===== src/rtl/decoder_7seg_to_bin_frame.sv =====
`default_nettype none
// ============================================================================
// Module   : decoder_7seg_to_bin_frame
// Brief    : Decodes a stream of 7-segment glyphs into a DIGITS-nibble frame;
//            optional macro DECODER_7SEG_BLANK_EN accepts blank (00) as 0.
// Revision : 1.0 - initial release
// ============================================================================
module decoder_7seg_to_bin_frame #(
    parameter int DIGITS = 4
) (
    input  logic                  clk,
    input  logic                  reset_n,
    input  logic [6:0]            segments_in,
    input  logic                  seg_valid_in,
    output logic                  seg_ready_out,
    input  logic                  flush_in,
    output logic [4*DIGITS-1:0]   value_out,
    output logic [DIGITS-1:0]     invalid_mask_out,
    output logic                  error_out,
    output logic                  value_valid_out,
    input  logic                  value_ready_in
);

    localparam int c_VW = 4 * DIGITS;
    localparam int c_CW = (DIGITS > 1) ? $clog2(DIGITS) : 1;

    typedef enum logic [0:0] {
        S_COLLECT = 1'b0,
        S_HOLD    = 1'b1
    } state_t;

    state_t               r_state;
    logic [c_CW-1:0]      r_count;
    logic [c_VW-1:0]      r_shadow;
    logic [DIGITS-1:0]    r_shadow_mask;

    logic [3:0]           w_nib;
    logic                 w_bad;
    logic                 w_accept;
    logic [c_VW-1:0]      w_shadow_next;
    logic [DIGITS-1:0]    w_mask_next;

    always_comb begin
        w_nib = 4'h0;
        w_bad = 1'b0;
        case (segments_in)
            7'h3F: w_nib = 4'h0;
            7'h06: w_nib = 4'h1;
            7'h5B: w_nib = 4'h2;
            7'h4F: w_nib = 4'h3;
            7'h66: w_nib = 4'h4;
            7'h6D: w_nib = 4'h5;
            7'h7D: w_nib = 4'h6;
            7'h07: w_nib = 4'h7;
            7'h7F: w_nib = 4'h8;
            7'h6F: w_nib = 4'h9;
            7'h77: w_nib = 4'hA;
            7'h7C: w_nib = 4'hB;
            7'h39: w_nib = 4'hC;
            7'h5E: w_nib = 4'hD;
            7'h79: w_nib = 4'hE;
            7'h71: w_nib = 4'hF;
`ifdef DECODER_7SEG_BLANK_EN
            7'h00: w_nib = 4'h0;
`endif
            default: w_bad = 1'b1;
        endcase
    end

    assign w_accept      = seg_valid_in & seg_ready_out;
    // New glyph enters at the LSB so the first glyph ends up most significant.
    assign w_shadow_next = c_VW'({r_shadow, w_nib});
    assign w_mask_next   = DIGITS'({r_shadow_mask, w_bad});

    always_ff @(posedge clk) begin
        if (!reset_n) begin
            r_state          <= S_COLLECT;
            r_count          <= '0;
            r_shadow         <= '0;
            r_shadow_mask    <= '0;
            value_out        <= '0;
            invalid_mask_out <= '0;
            error_out        <= 1'b0;
            value_valid_out  <= 1'b0;
            seg_ready_out    <= 1'b0;
        end else begin
            case (r_state)
                S_COLLECT: begin
                    seg_ready_out <= 1'b1;
                    if (flush_in) begin
                        r_count       <= '0;
                        r_shadow      <= '0;
                        r_shadow_mask <= '0;
                    end else if (w_accept) begin
                        if (r_count == c_CW'(DIGITS - 1)) begin
                            value_out        <= w_shadow_next;
                            invalid_mask_out <= w_mask_next;
                            error_out        <= |w_mask_next;
                            value_valid_out  <= 1'b1;
                            seg_ready_out    <= 1'b0;
                            r_state          <= S_HOLD;
                            r_count          <= '0;
                            r_shadow         <= '0;
                            r_shadow_mask    <= '0;
                        end else begin
                            r_shadow      <= w_shadow_next;
                            r_shadow_mask <= w_mask_next;
                            r_count       <= r_count + c_CW'(1);
                        end
                    end
                end
                S_HOLD: begin
                    if (value_ready_in) begin
                        value_valid_out <= 1'b0;
                        seg_ready_out   <= 1'b1;
                        r_state         <= S_COLLECT;
                        r_count         <= '0;
                        r_shadow        <= '0;
                        r_shadow_mask   <= '0;
                    end
                end
                default: r_state <= S_COLLECT;
            endcase
        end
    end

endmodule
`default_nettype wire


===== config.mk =====
export PLATFORM = sky130hd
export DESIGN_NAME = decoder_7seg_to_bin_frame
export DESIGN_NICKNAME = d
export VERILOG_FILES = /design/src/rtl/decoder_7seg_to_bin_frame.sv
export SDC_FILE = /design/constraint.sdc
export NUM_CORES = 1
export LEC_CHECK = 0
export ABC_AREA = 1
export CORE_ASPECT_RATIO = 0.75
export CORE_MARGIN = 4
export CORE_UTILIZATION = 57
export CTS_BUF_LIST = sky130_fd_sc_hd__clkbuf_8
export DETAILED_ROUTE_END_ITERATION = 10
export PLACE_DENSITY = 0.91
export SKIP_CTS_REPAIR_TIMING = 1
export SYNTH_ARGS = -nofsm -noshare
export SYNTH_HDL_FRONTEND = slang
export SYNTH_SLANG_ARGS = --single-unit

===== constraint.sdc =====
create_clock -name clk -period 3.2 [get_ports clk]
set_input_delay 0.32 -clock clk [delete_from_list [all_inputs] [get_ports clk]]
set_output_delay 0.32 -clock clk [all_outputs]
set_load 0.03 [all_outputs]

-- Yosys cells after proc, flatten, opt, wreduce, memory -nomap -nowiden
Cells that the tools add are included.
- output and inout port bits: 23
- input bits: 12
- word-level logic and storage cells: 72
- flip-flop bits (word level): 41
- reductions and logical operators: 5
- add/subtract/negate cells: 1
- multiplexer cells: 32
- eq/ne operators: 22
- bitwise logic cells: 3
- operators by type and width (operator ; count):
    equality test 7 bit (second input constant) ; 12
    one-hot mux 4 bit (15 select lines) ; 1
    2-to-1 mux 12 bit ; 4
    one-hot mux 12 bit (2 select lines) ; 1
    OR reduction 16 bit ; 1
    equality test 7 x 3 -> 1 bit (second input constant) ; 2
    equality test 7 x 6 -> 1 bit (second input constant) ; 2
    2-to-1 mux 1 bit ; 13
    2-to-1 mux 3 bit ; 4
    2-to-1 mux 2 bit ; 4
    inequality test 2 bit (second input constant) ; 4
    AND reduction 4 bit ; 2
    one-hot mux 1 bit (2 select lines) ; 3
    one-hot mux 3 bit (2 select lines) ; 1
    one-hot mux 2 bit (2 select lines) ; 1
    OR reduction 4 bit ; 1
    inequality test 3 bit (second input constant) ; 1
    adder 2 x 1 -> 2 bit (second input constant) ; 1
    equality test 2 bit (second input constant) ; 1
    NOT 1 bit ; 2
    AND reduction 2 bit ; 1
    bitwise AND 1 bit ; 1

-- Longest topological paths before layout
Gate-level depths: netlist (run 1).
- depth in word-level cells: 7
- depth in mapped cells: 9
- depth with buffers taken out: 9

-- Worst setup path before layout (run 1)
Ideal clock, no wire load.
- path type: register to register
- from: register seg_ready_out
- to: register r_shadow_mask[1]
- cell stages (with the launch flop): 8
- setup time: 67 ps
- setup slack: 1811 ps
- buffers on the path: 1
- arrival: 1322 ps
- cells stage by stage: dfxtp_1 -> nand2_1 -> nand2_2 -> nand2_4 -> nor3_4 -> buf_6 -> nand2_1 -> a21oi_2
- cells in the longest elaborated chain, start to end: 3
- ends and longest elaborated chain (element ; RTL line ; RTL):
    start, declared ; 15 ; output logic seg_ready_out,
    start signal, assigned ; 85 ; seg_ready_out <= 1'b0;
    start signal, assigned ; 89 ; seg_ready_out <= 1'b1;
    start signal, assigned ; 100 ; seg_ready_out <= 1'b0;
    bitwise AND 1 bit ; 70 ; assign w_accept = seg_valid_in & seg_ready_out;
    inequality test 3 bit (no source line) ; n/a ;
    AND reduction 2 bit (no source line) ; n/a ;
    end signal, assigned ; 107 ; r_shadow_mask <= w_mask_next;
    end, declared ; 35 ; logic [DIGITS-1:0] r_shadow_mask;
Every way passes these cells.
A chain may end at the register's enable or synchronous reset.

-- Final worst setup path (run 1)
- from: register r_count[0]
- to: register value_out[3]
- cells in the longest elaborated chain, start to end: 2
- ends and longest elaborated chain (element ; RTL line ; RTL):
    start, declared ; 33 ; logic [c_CW-1:0] r_count;
    start signal, assigned ; 108 ; r_count <= r_count + c_CW'(1);
    equality test 2 bit ; 95 ; if (r_count == c_CW'(DIGITS - 1)) begin
    AND reduction 4 bit (no source line) ; n/a ;
    end signal, assigned ; 96 ; value_out <= w_shadow_next;
    end, declared ; 17 ; output logic [4*DIGITS-1:0] value_out,
Every way passes these cells.

==> impl_results.md, run 1 <==
- Row count: 17
- Status: finished, final reports clean
- Synth area leaders: dfxtp_1 46%, nand2_1 14%, nor2_1 12%
- Residual DRC count: 0
- Die X: approximately 72 µm
- Syn Inst Count: ~260
- Delay-heaviest family, CP: buffers and inverters
- Critical path data required time: 3.43 ns
- Fin crit period: 1.98 ns
- Pwr/cell area: ~460 mW/mm²
- Ports: 35
- Initial antenna violation count: 0
- Layout cell share with drive strength beyond 1: 5.90%
- Final-report max-slew violation count: 0
- Sequential fraction of the synthesis area: 46.2%
- Gr ovfl total: 0
- Fin area: 0.00224 mm²
- Vias: 1705
- Vias per inst: 5.23
- First-pass GRT wire length: 6510 µm
- Register area: roughly 820 µm²
- Gpl congestion: between 0.8 and 0.9
- Core ar.: approximately 0.0030 mm²
- Clk root buf: clkbuf_8
- N_diodes: 0
- Final net count: 300
- Unrepaired setup endpoints after global routing: no
- Max-cap violations: 0
- Worst Hold Launch: r_shadow[8]
- All-layer global routing usage: 20.6%
- Routed Antenna Nets: 0
- Reg clk slew, reported paths: 0.08 ns
- Setup_tns: 0 ns
- Flop and latch count out of synthesis: 41
- CTS sink cnt: 41
- Synth Cell Area: 0.00178 mm²
- H-Tree Depth: 2
- FF-to-FF path depth: 5
- Clk_skew: 0.00764 ns
- Die ar.: 0.00408 mm²
- Critical-path maximum fanout: 23
- Critical Path End Type: flop
- Final wirelength: 3850 µm
- Fillers: 240
- Worst Hold Path EP: r_shadow[8]
- Pre-antenna DRT Iters: 4
- Initial Utilization: 60.1%
- Clk Latency, worst-skew pair: about 0.30 ns
- Syn avg cell area: 6.97 µm²
- HP Class: reg -> reg
- DP Area: 0.00212 mm²
- Critical Path Start Type: flop
- Leak pwr: approximately 0.93 nW
- Largest net degree at the start of global routing: 24
- Dpl hpwl: 2820 µm
- Layout Utilization: 75.7%
- Design Power: 1.03 mW
- Die Span Y: around 56 µm
- Yosys top cell by area: dfxtp_1
- Port-buffer cells: 34
- Worst r2r dst: value_out[3]
- TritonCTS clock tree: built
- Multi-input gate area: ~840 µm²
- Crit path largest cell delay: 0.51 ns
- FMAX: 506 MHz
- Critical Path Start: r_count[0]
- Hold path cells: 2
- Fin Hold WS: 0.464 ns
- Worst flop-to-flop path startpoint: r_count[0]
- Yosys top cell area share: around 46%
- Reg-to-reg slack, setup: around 1.2 ns
- Critical-path cell list: ha_1, nand4_1, inv_2, o21ai_0, a21oi_1
- Yosys warnings: 0
- Syn-to-layout area delta: 26.0%
- Max_slew headroom: 54.1%
- Worst slew pin tran: 0.687 ns
- Data arrival, critical path: about 2.2 ns
- Vias in the first global route: about 1.5k
- Critical path's slowest cell: inv_2
- Crit path kind: reg -> reg
- Synth Net Count: 268
- # setup viols final: 0
- Cts bufs inserted: 5
- WL/cell: roughly 12 µm
- CTS Buffer Depth: 2
- Maximum vdd drop: 0.000299 V
- Final worst path period share: about three fifths
- Worst path bufs/invs: 1
- Drt initial violations: 95
- Netlist cell types: 24
- Final hold violations: 0
[routing by layer]
metal	wire length, µm	part of all wire [%]	GRT usage, %	up-vias
met4	48	1.2	6.58	0
met2	1670	43	31.0	61
li1	-	-	-	876
met5	0	0	0	-
met3	300	7.8	6.98	8
met1	1820	47	27.6	760
[final cells by class]
| type | count | area share, % |
|---|---|---|
| sequential | 41 | 36.7 |
| tap | 38 | 2.12 |
| inverter | 17 | 2.85 |
| timing repair buffer | 35 | 15.5 |
| multi-input combinational | 187 | 37.5 |
| clock buffer | 6 | 3.69 |
| clock inverter | 2 | 1.68 |
[layout by cell type, fill, tap and decap left out, drive strengths merged]
cell type       n
inv            17
o21ai          23
nand2          69
nand3           6
or2             1
dfxtp          41
nor4            1
bufinv          1
nor2           57
ha              1
clkdlybuf4s50  34
nand4           2
buf             1
a211oi          1
nand3b          1
a21oi          22
clkbuf          6
clkinvlp        1
nor3            3
[cell usage after synthesis (all sizes together)]
cell and number:
nand3b 1, nor3 3, a21oi 22, nand3 6, a211oi 1, nor4 1
nand4 2, inv 17, o21ai 23, nand2 69, or2 1, ha 1
clkbuf 6, nor2 57, buf 4, dfxtp 41
[worst reg2reg max path, cell delays in order (launching register included)]
cell	delay, ns
dfxtp_1	0.37
ha_1	0.23
nand4_1	0.48
inv_2	0.52
o21ai_0	0.15
a21oi_1	0.15
[worst max path at each step]
stage                                  end  slack, ns  cells after the start
final                         value_out[3]       1.22                      5
after floorplan           r_shadow_mask[1]       1.81                      7
after detailed placement      value_out[3]       0.96                      6
after global placement        value_out[1]       1.10                      8
after CTS                     value_out[3]       1.24                      5
after global routing          value_out[2]       0.98                      7
[cells by family (layout without fill, tap and decap cells)]
| logic type | after synthesis | after routing | synth area share [%] |
|---|---|---|---|
| adders and majority gates | 1 | 1 | 0.704 |
| DFF | 41 | 41 | 46.2 |
| and+or+nand+nor | 140 | 140 | 33.2 |
| AOI/OAI and AO/OA | 46 | 46 | 13.3 |
| buffers and inverters | 27 | 60 | 6.62 |
[power breakdown]
part	switching, mW	total (mW)	internal (mW)	leakage (nW)
logic	0.0470	0.0753	0.0283	0.542
clock network	0.179	0.433	0.253	0.0574
registers	0.00447	0.519	0.515	0.331
[flip-flops by register name (all words and copies together), names as in the netlist]
register and count:
invalid_mask_out 4, value_out 16, error_out 1, r_shadow 12, r_count 2, r_state 1, value_valid_out 1, r_shadow_mask 3
seg_ready_out 1
[metrics by stage]
| step | setup WS [ns] | cells |
|---|---|---|
| floorplan | 1.81 | 255 |
| global placement | 1.10 | 318 |
| detailed placement | 0.961 | 318 |
| CTS | 1.24 | 326 |
| global route | 0.982 | 326 |
| finish | 1.22 | 326 |
Note: power is estimated with default switching activity, not from simulation.
==> inputs of run 2 (changes only) <==
CORE_UTILIZATION = 53   (was 57)
PLACE_DENSITY = 0.86   (was 0.91)
clock period = 2.06 ns   (was 3.2 ns; I/O delays follow)
==> run 2 against run 1 <==
Register-to-register slack worse by 0.60 ns. Combinational power is 62% higher. Clock-buffer cell count stayed put. Clock skew is 0.00064 ns lower. Critical path depth is 4 lower. Sequential share of layout area is 0.43 points lower. Die area is 6.6% higher. First-iteration DRC count is 52% higher. Wire length is 1.3% lower. Worst hold slack better by 0.0040 ns. Critical path type is now reg -> out. Largest cell class unchanged. Largest power group unchanged. Highest routed layer unchanged.
==> impl_results.md, run 2 (same netlist as run 1, synthesis figures left out) <==
- Clk Latency, worst-skew pair: 0.29 ns
- Register with the most flip-flops: value_out
- Die X: between 70 and 80 µm
- Critical-path maximum fanout: 4
- Biggest regs: value_out (16), r_shadow (12), invalid_mask_out (4)
- # setup viols final: 0
- Reg clk slew, reported paths: 0.07 ns
- Die Span Y: 58.1 µm
- Fin crit period: between 1.5 and 2 ns
- Vias: 1677
- Leak pwr: 0.956 nW
- Critical path data required time: 1.85 ns
- FMAX: 632 MHz
- Setup_tns: 0 ns
- Crit path largest cell delay: a little under 0.7 ns
- Dpl hpwl: 2730 µm
- Die ar.: ~0.0044 mm²
- Number of flip-flops in the largest register: 16
- Critical Path Start Type: flop
- Max_slew headroom: 53.0%
- Gpl congestion: roughly 0.85
- DP Worst Slack: ~0.33 ns
- Post-route setup slack: 0.477 ns
- Clk_skew: 0.00700 ns
- N_diodes: 0
- Status: finished, final reports clean
- Layout cell share with drive strength beyond 1: 6.85%
- Gr ovfl total: 0
- Initial Utilization: 57.6%
- Pwr/cell area: 697 mW/mm²
- Initial antenna violation count: 0
- Data arrival, critical path: 1.38 ns
- Worst slew pin tran: about 0.70 ns
- Max-cap violations: 0
- Drt initial violations: 144
- Vias per inst: 5.08
- Critical path's slowest cell: clkdlybuf4s50_1
- Largest net degree at the start of global routing: 24
- Delay-heaviest family, CP: buffers and inverters
- Crit path kind: reg -> out
- Unrepaired setup endpoints after global routing: no
- Final net count: 304
- Ports: 35
- Most common cell after layout, fill and taps aside: nand2_1
- Pre-antenna DRT Iters: 4
- All-layer global routing usage: 19.7%
- WL/cell: 11.5 µm
- HP Class: reg -> reg
- First-pass GRT wire length: between 6000 and 7000 µm
- Port-buffer cells: 34
- Clk root buf: clkbuf_8
- Critical-path cell list: clkdlybuf4s50_1
- Critical Path End Type: output port
- Final-report max-slew violation count: 0
- Row count: 17
- Worst path bufs/invs: 1
- Final hold violations: 0
- CTS Buffer Depth: 2
- Syn-to-layout area delta: 27.5%
- Vias in the first global route: 1491
- Core ar.: ~0.0031 mm²
- Final wirelength: between 3000 and 4000 µm
- Routed Antenna Nets: 0
- Cts bufs inserted: 5
- CTS sink cnt: 41
- Residual DRC count: 0
- H-Tree Depth: 2
- Maximum vdd drop: 0.000537 V
- TritonCTS clock tree: built
- Final worst path period share: around 77%
- Most frequent cells in the layout: 67 x nand2_1, 55 x nor2_1, 41 x dfxtp_1
==> run 2: tightest hold or removal path, stage by stage, from the launching register on <==
cell	delay, ns
dfxtp_1	0.31
nand2_1	0.06
a21oi_1	0.06
==> run 2: worst paths after layout <==
path	from	to	slack (ns)	depth (start not counted)
hold / removal	r_shadow[9]	r_shadow[9]	0.47	2
setup reg to reg	seg_ready_out	r_shadow[1]	0.62	7
setup / recovery	seg_ready_out	seg_ready_out	0.48	1
hold reg to reg	r_shadow[9]	r_shadow[9]	0.47	2
==> run 2: per-stage QoR <==
| step | instances | cell area, µm² | utilization, % | power, mW | hold slack [ns] |
|---|---|---|---|---|---|
| detailed placement | 322 | 2150 | 69.7 | 0.945 | 0.458 |
| finish | 330 | 2260 | 73.4 | 1.58 | 0.468 |
| CTS | 330 | 2260 | 73.4 | 1.59 | 0.470 |
| global route | 330 | 2260 | 73.4 | 1.64 | 0.495 |
| floorplan | 255 | 1780 | - | 0.898 | 0.388 |
| global placement | 322 | 2150 | 69.7 | 0.943 | 0.453 |
==> run 2: layer usage <==
layer / part of all wire (%) / track usage (%) / vias up
met4: 2.1 / 10.4 / 0
met5: 0 / 0 / -
met2: 40 / 25.8 / 53
met3: 8.7 / 5.72 / 9
met1: 49 / 28.6 / 727
li1: - / - / 888
==> run 2: report_power, final <==
group	switching (mW)	leakage, nW	internal [mW]
sequential	0.00661	0.331	0.800
clock	0.261	0.0626	0.390
combinational	0.0733	0.562	0.0485
==> run 2: layout make-up <==
| class | instances | area [µm²] |
|---|---|---|
| fill | 249 | 820 |
| inverter | 17 | 63.8 |
| timing repair buffer | 39 | 378 |
| sequential | 41 | 821 |
| clock inverter | 2 | 33.8 |
| tap | 38 | 47.5 |
| multi-input combinational | 187 | 838 |
| clock buffer | 6 | 82.6 |
==> inputs of run 3 (changes only) <==
clock period = 1.5 ns   (was 2.06 ns; I/O delays follow)
==> run 3 against run 2 <==
Global-route usage grew 1.9 points. Clock skew shrank 0.0017 ns. Die area unchanged. Critical path type is now reg -> reg.
==> impl_results.md, run 3 (same netlist as run 1, synthesis figures left out) <==
- Status: finished, final reports clean
- Data arrival, critical path: between 1.5 and 2 ns
- Critical path data required time: about 1.7 ns
- Critical Path End Type: flop
- Gpl congestion: 0.877
- Crit path kind: reg -> reg
- Pre-antenna DRT Iters: 5
- CTS sink cnt: 41
- Final-report max-slew violation count: 0
- Port-buffer cells: 34
- FMAX: 684 MHz
- TritonCTS clock tree: built
- Reg clk slew, reported paths: 0.08 ns
- WL/cell: 13.2 µm
- All-layer global routing usage: 21.5%
- Register area: between 800 and 900 µm²
- Max_slew headroom: just over 70%
- Worst slew pin tran: about 0.42 ns
- Register with the most flip-flops: value_out
- Initial antenna violation count: 0
- Syn-to-layout area delta: 35.9%
- Most frequent cells in the layout: 67 x nand2_1, 53 x nor2_1, 41 x dfxtp_1
- Reg-to-reg slack, setup: 0.04 ns
- Fin Hold WS: 0.473 ns
- Critical Path Start Type: flop
- Max-cap violations: 0
- Setup_tns: 0 ns
- Vias: between 1.5k and 2k
- Cts bufs inserted: 5
- Final worst path period share: 97.4%
- Ports: 35
- H-Tree Depth: 2
- Routed Antenna Nets: 0
- Die X: 74.9 µm
- Clk root buf: clkbuf_8
- Final hold violations: 0
- Clk Latency, worst-skew pair: 0.29 ns
- Layout cell share with drive strength beyond 1: between 10 and 15%
- N_diodes: 0
- Vias in the first global route: 1631
- Core ar.: 0.00308 mm²
- Worst r2r dst: value_out[4]
- Die Span Y: between 50 and 60 µm
- Worst Hold Path EP: value_valid_out
- Final wirelength: between 4000 and 5000 µm
- HP Class: reg -> reg
- Fillers: 243
- Fin crit period: about 1.5 ns
- FF-to-FF path depth: 6
- First-pass GRT wire length: 7250 µm
- Residual DRC count: 0
- Worst Hold Launch: value_valid_out
- DP Worst Slack: -0.175 ns
- Largest net degree at the start of global routing: 21
- CTS Buffer Depth: 2
- Hold path cells: 2
- Final net count: 317
- Clk_skew: around 0.0053 ns
- Vias per inst: 5.29
- Number of flip-flops in the largest register: 16
- # setup viols final: 0
- Multi-input gate area: 852 µm²
- Drt initial violations: 163
- Worst flop-to-flop path startpoint: r_count[0]
- Post-route setup slack: roughly 0.04 ns
- Most common cell after layout, fill and taps aside: nand2_1
- Critical Path Start: r_count[0]
- Leak pwr: 1.12 nW
- Dpl hpwl: 3140 µm
- Gr ovfl total: 0
- Initial Utilization: 57.6%
- Maximum vdd drop: 0.000771 V
- Die ar.: 0.00435 mm²
- Critical-path maximum fanout: 5
- Pwr/cell area: 914 mW/mm²
- Biggest regs: value_out (16), r_shadow (12), invalid_mask_out (4)
- Row count: 17
-- run 3: cell count changes in the layout (fill, tap and decap cells not counted) --
cell / previous run / this run
buf_4: 5 / 13
clkdlybuf4s50_1: 34 / 28
dlymetal6s2s_1: 0 / 6
buf_12: 0 / 2
buf_2: 0 / 2
nor2_1: 55 / 53
nor2_2: 0 / 2
buf_6: 0 / 1
ha_1: 1 / 0
ha_2: 0 / 1
nor4_1: 1 / 0
nor4_2: 0 / 1
-- run 3: cell type report --
cell class              count  area share (%)
clock inverters             2            1.40
repair buffers             52            21.3
flip-flops and latches     41            34.0
inverters                  17            2.64
clock buffers               6            3.42
multi-input cells         187            35.3
well taps                  38            1.97
-- run 3: layer usage --
layer | part of all wire [%] | wire, µm | vias up | GRT usage (%)
met2 | 43 | 1950 | 79 | 30.6
met4 | 1.3 | 57 | 0 | 6.60
met5 | 0 | 0 | - | 0
met1 | 45 | 2050 | 815 | 31.2
li1 | - | - | 911 | -
met3 | 10 | 468 | 9 | 6.24
-- run 3: worst max-delay path by stage --
stage	slack, ns	cells after the start	end
global placement	-0.14	10	value_out[2]
CTS	-0.04	5	error_out
floorplan	0.11	7	r_shadow_mask[1]
detailed placement	-0.18	10	value_out[2]
finish	0.04	6	value_out[4]
global route	-0.02	6	value_out[4]
-- run 3: critical path, stage by stage, from the launching register on --
cell and delay [ns]:
dfxtp_1 0.38, ha_2 0.23, nand4_1 0.08, buf_4 0.17, buf_4 0.15, o21ai_0 0.26
nor2_1 0.07
-- run 3: through the flow --
| stage | instances | power, mW | utilization [%] | cell area [µm²] |
|---|---|---|---|---|
| 2_1_floorplan | 255 | 1.23 | - | 1780 |
| 6_report | 343 | 2.21 | 78.3 | 2410 |
| 5_1_grt | 343 | 2.28 | 78.3 | 2410 |
| 3_3_place_gp | 332 | 1.32 | 72.9 | 2250 |
| 4_1_cts | 340 | 2.21 | 76.7 | 2360 |
| 3_5_place_dp | 332 | 1.32 | 72.9 | 2250 |
-- run 3: power breakdown --
group | internal, mW | switching, mW
clock network | 0.536 | 0.367
registers | 1.10 | 0.0107
logic | 0.0841 | 0.111
total | 1.72 | 0.488
